[src/rtl/cpu_datapath.sv]
// Register/datapath stage of the 8-bit accumulator CPU: state register, PC/IR/MDR/ACC, ALU and
// memory bus drive. Optional sticky halt freeze is enabled by defining HALT_STOP_EN.
module cpu_datapath #(
    parameter int unsigned DWIDTH = 8,
    parameter int unsigned AWIDTH = 5,
    parameter int unsigned OPW    = 3
) (
    input  logic              clk,
    input  logic              rst_n,
    input  logic              ld_ir,
    input  logic              ld_mdr,
    input  logic              ld_acc,
    input  logic              ld_pc,
    input  logic              inc,
    input  logic              sel,
    input  logic              rd,
    input  logic              wr,
    input  logic              dout_en,
    input  logic [2:0]        nstate,
    output logic [2:0]        pstate,
    output logic [OPW-1:0]    op,
    output logic              zero,
    output logic [AWIDTH-1:0] mem_addr,
    input  logic [DWIDTH-1:0] mem_din,
    output logic [DWIDTH-1:0] mem_dout,
    output logic              mem_rd,
    output logic              mem_wr,
    output logic [AWIDTH-1:0] pc_out,
    output logic [DWIDTH-1:0] acc_out,
    output logic              halted
);

    localparam logic [2:0]     StReset = 3'b100;
    localparam logic [2:0]     StExec1 = 3'b010;
    localparam logic [OPW-1:0] OpHalt  = OPW'(0);
    localparam logic [OPW-1:0] OpAdd   = OPW'(2);
    localparam logic [OPW-1:0] OpAnd   = OPW'(3);
    localparam logic [OPW-1:0] OpXor   = OPW'(4);
    localparam logic [OPW-1:0] OpLoad  = OPW'(5);

    logic [2:0]        pstate_q, pstate_d;
    logic [AWIDTH-1:0] pc_q, pc_d;
    logic [DWIDTH-1:0] ir_q, ir_d;
    logic [DWIDTH-1:0] mdr_q, mdr_d;
    logic [DWIDTH-1:0] acc_q, acc_d;
    logic [DWIDTH-1:0] alu_res;
    logic [AWIDTH-1:0] ir_addr;
    logic              freeze;

    assign op      = ir_q[DWIDTH-1:DWIDTH-OPW];
    assign ir_addr = ir_q[AWIDTH-1:0];

`ifdef HALT_STOP_EN
    logic halted_q, halted_d;

    assign halted_d = halted_q | ((pstate_q == StExec1) && (op == OpHalt));
    assign freeze   = halted_q;

    always_ff @(posedge clk or negedge rst_n) begin
        if (!rst_n) begin
            halted_q <= 1'b0;
        end else begin
            halted_q <= halted_d;
        end
    end

    assign halted = halted_q;
`else
    assign freeze = 1'b0;
    assign halted = 1'b0;
`endif

    always_comb begin
        case (op)
            OpAdd:   alu_res = acc_q + mdr_q;
            OpAnd:   alu_res = acc_q & mdr_q;
            OpXor:   alu_res = acc_q ^ mdr_q;
            OpLoad:  alu_res = mdr_q;
            default: alu_res = acc_q;
        endcase
    end

    always_comb begin
        pstate_d = pstate_q;
        pc_d     = pc_q;
        ir_d     = ir_q;
        mdr_d    = mdr_q;
        acc_d    = acc_q;
        if (!freeze) begin
            pstate_d = nstate;
            if (ld_ir) begin
                ir_d = mem_din;
            end
            if (ld_mdr) begin
                mdr_d = mem_din;
            end
            // ld_pc wins over inc
            if (ld_pc) begin
                pc_d = ir_addr;
            end else if (inc) begin
                pc_d = pc_q + AWIDTH'(1);
            end
            if (ld_acc) begin
                acc_d = alu_res;
            end
        end
    end

    always_ff @(posedge clk or negedge rst_n) begin
        if (!rst_n) begin
            pstate_q <= StReset;
            pc_q     <= '0;
            ir_q     <= '0;
            mdr_q    <= '0;
            acc_q    <= '0;
        end else begin
            pstate_q <= pstate_d;
            pc_q     <= pc_d;
            ir_q     <= ir_d;
            mdr_q    <= mdr_d;
            acc_q    <= acc_d;
        end
    end

    assign pstate   = pstate_q;
    assign zero     = (acc_q == '0);
    assign mem_addr = sel ? ir_addr : pc_q;
    assign mem_rd   = rd & ~freeze;
    assign mem_wr   = wr & ~freeze;
    assign mem_dout = dout_en ? acc_q : '0;
    assign pc_out   = pc_q;
    assign acc_out  = acc_q;

endmodule

[config.mk]
export PLATFORM = sky130hd
export DESIGN_NAME = cpu_datapath
export DESIGN_NICKNAME = d
export VERILOG_FILES = /design/src/rtl/cpu_datapath.sv
export SDC_FILE = /design/constraint.sdc
export NUM_CORES = 1
export LEC_CHECK = 0
export ABC_CLOCK_PERIOD_IN_PS = 1700
export CAP_MARGIN = 15
export CORE_MARGIN = 2
export CORE_UTILIZATION = 43
export DETAILED_ROUTE_END_ITERATION = 10
export PLACE_DENSITY = 0.76
export REMOVE_ABC_BUFFERS = 1
export SYNTH_ARGS = -nofsm -noshare
export SYNTH_HDL_FRONTEND = slang
export SYNTH_SLANG_ARGS = --single-unit
[constraint.sdc]
create_clock -name clk -period 1.7 [get_ports clk]
set_input_delay 0.34 -clock clk [delete_from_list [all_inputs] [get_ports clk]]
set_output_delay 0.34 -clock clk [all_outputs]
set_load 0.02 [all_outputs]
After elaboration in Yosys (flattened, before gate mapping):

Cells that the tools add are included.

* register bits after elaboration: 32
* bits in latches: 0
* RAM bits: 0
* memory bits (read-only): 0
* input bits: 22
* output and inout bits: 36
* logic and storage cells: 22
* memories kept: 0

* add/subtract/negate cells: 2
* $mul: 0
* div/mod/pow operators: 0
* order comparisons: 0
* equality and inequality tests: 4
* shift-type cells: 0
* mux-type cells: 5
* bitwise logic cells: 2
* reductions and logical operators: 4

Operators with widths (count)
* 8-bit case mux with 4 select lines: 1
* 5-bit 2-to-1 mux: 3
* 8-bit adder: 1
* 8-bit bitwise AND: 1
* 8-bit logical NOT: 1
* 8-bit 2-to-1 mux: 1
* 8-bit XOR: 1
* 3-bit by 2-bit equality test with 1-bit output (second input constant): 2
* 3-bit equality test (second input constant): 2
* 5-bit by 1-bit adder with 5-bit output (second input constant): 1
* 4-bit nonzero test: 1
* 2-bit AND reduction: 1
* 2-bit nonzero test: 1

Longest topological paths before layout:

* depth in word-level cells: 3
* gate-level depth with buffers: 6

Least setup slack after synthesis:

No wires, ideal clock.

* path kind: reg-to-reg
* start point: reg acc_q[0], in the netlist acc_out[0]
* end point: reg acc_q[6], in the netlist acc_out[6]
* setup time: 0.069 ns
* arrival time: 1.907 ns
* data required time: 1.631 ns
* path slack: -0.276 ns
* cell stages (with the launch flop): 7
* buffers on the path: 0
* clock period less this slack: 1.976 ns
* path through: dfrtp_1 > ha_1 > fa_1 > a211oi_1 > o21ai_0 > a211o_1 > nand3_1

* longest elaborated chain between the ends: 2

Ends and longest elaborated chain
* start: declaration: line 45 `logic [DWIDTH-1:0] acc_q, acc_d;`
* start signal: assignment: line 115 `acc_q <= '0;`
* start signal: assignment: line 121 `acc_q <= acc_d;`
* 8-bit adder: line 75 `OpAdd: alu_res = acc_q + mdr_q;`
* 8-bit case mux with 4 select lines: line 74 `case (op)`

No other way between the ends.
A chain may end at the register's enable or synchronous reset.

Worst setup path after layout:

* start point: reg acc_q[0], in the netlist acc_out[0]
* end point: reg acc_q[4], in the netlist acc_out[4]

Same word-level chain as after synthesis.

==> results.yml <==
layout:
  antennaDiodeCount: 0
  nFillCells: 337
  final_core_util: 0.668
  multi_input_area_sq_um: 1240
  drive_gt1_frac: 0.365
  syn_to_final_growth_pct: 47.7
  mostFrequentLayoutCells: "31 x dfrtp_1, 30 x buf_4, 23 x clkdlybuf4s50_1"
  num-nets-final: 302
  mostFrequentLayoutCell: "dfrtp_1"
  seq_area_sq_um: 802
flow_run:
  cap_violations: 0
floorplanning:
  pin_count: 58
  die_x_microns: 72.2
  initial_core_util: 0.453
  die_area_sq_um: 5210
  rows: 24
  die_h_microns: 72.2
  core_area_sq_um: 4410
routing:
  drc_errors: 0
  drt-vias-per-instance: 5.53
  routedWlPerCell_microns: 16.1
  antenna_left: 0
  routed_wl_microns: 5190
  via_count: 1787
  drt_pass1_iterations: 4
  drtIter0Drc: 135
yosys:
  synth_edf_count: 0
  post_synth.cell_area_avg_sq_um: 10.5
  async_reset_ff_frac: 1.00
  ys_seq_area_frac: 0.401
  ys_warn_count: 0
  ys_types: 50
  ys_ff_latch: 32
  synth_cells: 190
  syn_area_sq_um: 2000
  ys.flop_type: "dfrtp_1"
global_route:
  grt_pass1_vias: 1710
  grt_busiest_layer: "met2"
  grt_max_degree: 33
  grt_pass1_wl_microns: 8240
  grt.met3_usage: 0.0417
  overflow: 0
  grt_util_met2: 0.339
  grt_usage: 0.204
  grtUsageMet1: 0.276
  antenna_found_initial: 0
worst_hold_path:
  hp-class: "in2async"
power:
  p_sw_w: 0.00163
  vdd_drop_max_mv: 0.707
  intPower_w: 0.00247
  clkPwrFrac: 0.146
  p_per_area_nw_per_um2: 1390
  swShare: 0.397
  seq_power_share: 0.252
  leakage_nw: 1.29
  combinationalPowerShare: 0.602
sta:
  hold_violations: 0
  fin_ws_ns: -0.218
  max_freq_mhz: 521
  setup_viol_count_final: 5
  finalCritPeriodShare: 1.13
  fin_tns_setup_ns: -0.416
  skew_ns: 0.00683
  drv_slew: 0
  rsz0062_at_grt: "yes"
  period_needed_ns: 1.92
  slew_headroom: 0.610
  worst_pin_slew_ns: 0.580
clock_network:
  hold_buffers: 0
  clk_path_buf_depth: 2
  cts_root_buffer: "clkbuf_8"
  clk_latency_ns: 0.28
  cts_max_level: 2
  cts_tree: "built"
  cts_buffers: 5
  cts_sinks: 32
  clk_pin_slew_ns: 0.07
worst_setup_path:
  required_ns: 1.87
  r2r_cells: 7
  start_kind: "register"
  rrSetupSlack_ns: -0.22
  crit_buf_inv: 1
  r2r_start: "acc_out[0]$_DFFE_PN0P_"
  slowest_stage: "dfrtp_1"
  cp.depth: 7
  critPathMaxFanout: 4
  worst_setup_path_end_kind: "register"
  max_stage_delay_ns: 0.44
  path_class: "reg2reg"
  r2r-end: "acc_out[4]$_DFFE_PN0P_"
  cp_top_family: "compound AO/OA/AOI/OAI gates"
  cp_cell_sequence: "ha_2 > fa_2 > buf_6 > a21o_1 > a211oi_2 > nor3_1 > o22a_1"
  arrival_ns: 2.08
place:
  hpwl_microns: 3690
  numPortBuffers: 52
  gp_congestion: 0.994
run_status:
  failed_checks: "setup timing"
  status: "finished, violations left"
-- logic make-up (layout without fill, tap and decap cells) --
logic type / Yosys count / count (layout) / share of synthesized area
compound gates: 46 / 46 / 0.162
xor+xnor: 5 / 5 / 0.0219
fa+ha+maj: 10 / 10 / 0.0664
buf+inv: 18 / 99 / 0.0545
flops: 32 / 32 / 0.401
mux: 29 / 29 / 0.159
other cells: 1 / 1 / 0.00188
simple gates: 49 / 49 / 0.133
-- layout make-up --
type                    count  area share
clock buffers               8      0.0305
multi-input cells         140       0.419
well taps                  52      0.0221
inverters                   6     0.00763
repair buffers             85       0.249
flip-flops and latches     32       0.272
-- power groups by stage --
| stage | sequential [W] | clock [W] | combinational, W |
|---|---|---|---|
| floorplan | 0.00123 | 0 | 0.000950 |
| global placement | 0.00103 | 0 | 0.00207 |
| detailed placement | 0.00104 | 0 | 0.00211 |
| CTS | 0.00103 | 0.000615 | 0.00224 |
| global route | 0.00105 | 0.000646 | 0.00264 |
| finish | 0.00103 | 0.000596 | 0.00247 |
-- state kept, by name, summed over array words and instances (netlist names) --
name,cells
acc_out,8
ir_q,8
mdr_q,8
pc_out,5
pstate,3
-- how the worst max path moves through the flow --
| stage | start | end | slack (ns) |
|---|---|---|---|
| 2_1_floorplan | acc_out[0]$_DFFE_PN0P_ | acc_out[6]$_DFFE_PN0P_ | -0.28 |
| 3_3_place_gp | sel | mem_addr[4] | -0.47 |
| 3_5_place_dp | sel | mem_addr[0] | -0.50 |
| 4_1_cts | acc_out[0]$_DFFE_PN0P_ | acc_out[4]$_DFFE_PN0P_ | -0.13 |
| 5_1_grt | acc_out[0]$_DFFE_PN0P_ | acc_out[4]$_DFFE_PN0P_ | -0.22 |
| 6_report | acc_out[0]$_DFFE_PN0P_ | acc_out[4]$_DFFE_PN0P_ | -0.22 |
-- layer usage --
metal | part of all wire | wire length (microns)
met1 | 0.42 | 2170
met2 | 0.49 | 2560
met3 | 0.074 | 386
met4 | 0.014 | 70
met5 | 0 | 0
-- through the flow --
| step | hold slack (ns) | setup WS [ns] | total power, W | cells | area [sq um] |
|---|---|---|---|---|---|
| after global placement | 0.499 | -0.474 | 0.00310 | 312 | 2750 |
| after CTS | 0.453 | -0.129 | 0.00388 | 321 | 2910 |
| after detailed placement | 0.518 | -0.505 | 0.00315 | 312 | 2750 |
| final | 0.461 | -0.218 | 0.00409 | 323 | 2950 |
| after floorplan | 0.0444 | -0.276 | 0.00218 | 178 | 1910 |
| after global routing | 0.473 | -0.222 | 0.00434 | 323 | 2950 |
-- Yosys cell counts (3+ instances only) --
master     n  area (sq um)
a211oi_1   3          22.5
a21oi_1    5          25.0
and2_1     8          50.1
buf_4      7          52.6
clkbuf_1   3          11.3
dfrtp_1   31           776
ha_1       9           113
inv_1      6          22.5
mux2_2    22           248
mux2i_1    7          70.1
nand2_1   15          56.3
nor2_1     7          26.3
nor3_1     3          15.0
o21ai_0   10          50.1
o221ai_1   3          26.3
o22ai_1    5          31.3
xor2_1     3          26.3
-- timing repair --
| action | 4_1_cts | 5_1_grt |
|---|---|---|
| endpoints found under the setup margin | 32 | 19 |
| pin swaps | 8 | 10 |
| resized for setup | 49 | 32 |
| buffers inserted | 1 | 2 |
No activity file was read; power rests on OpenSTA's default activity.
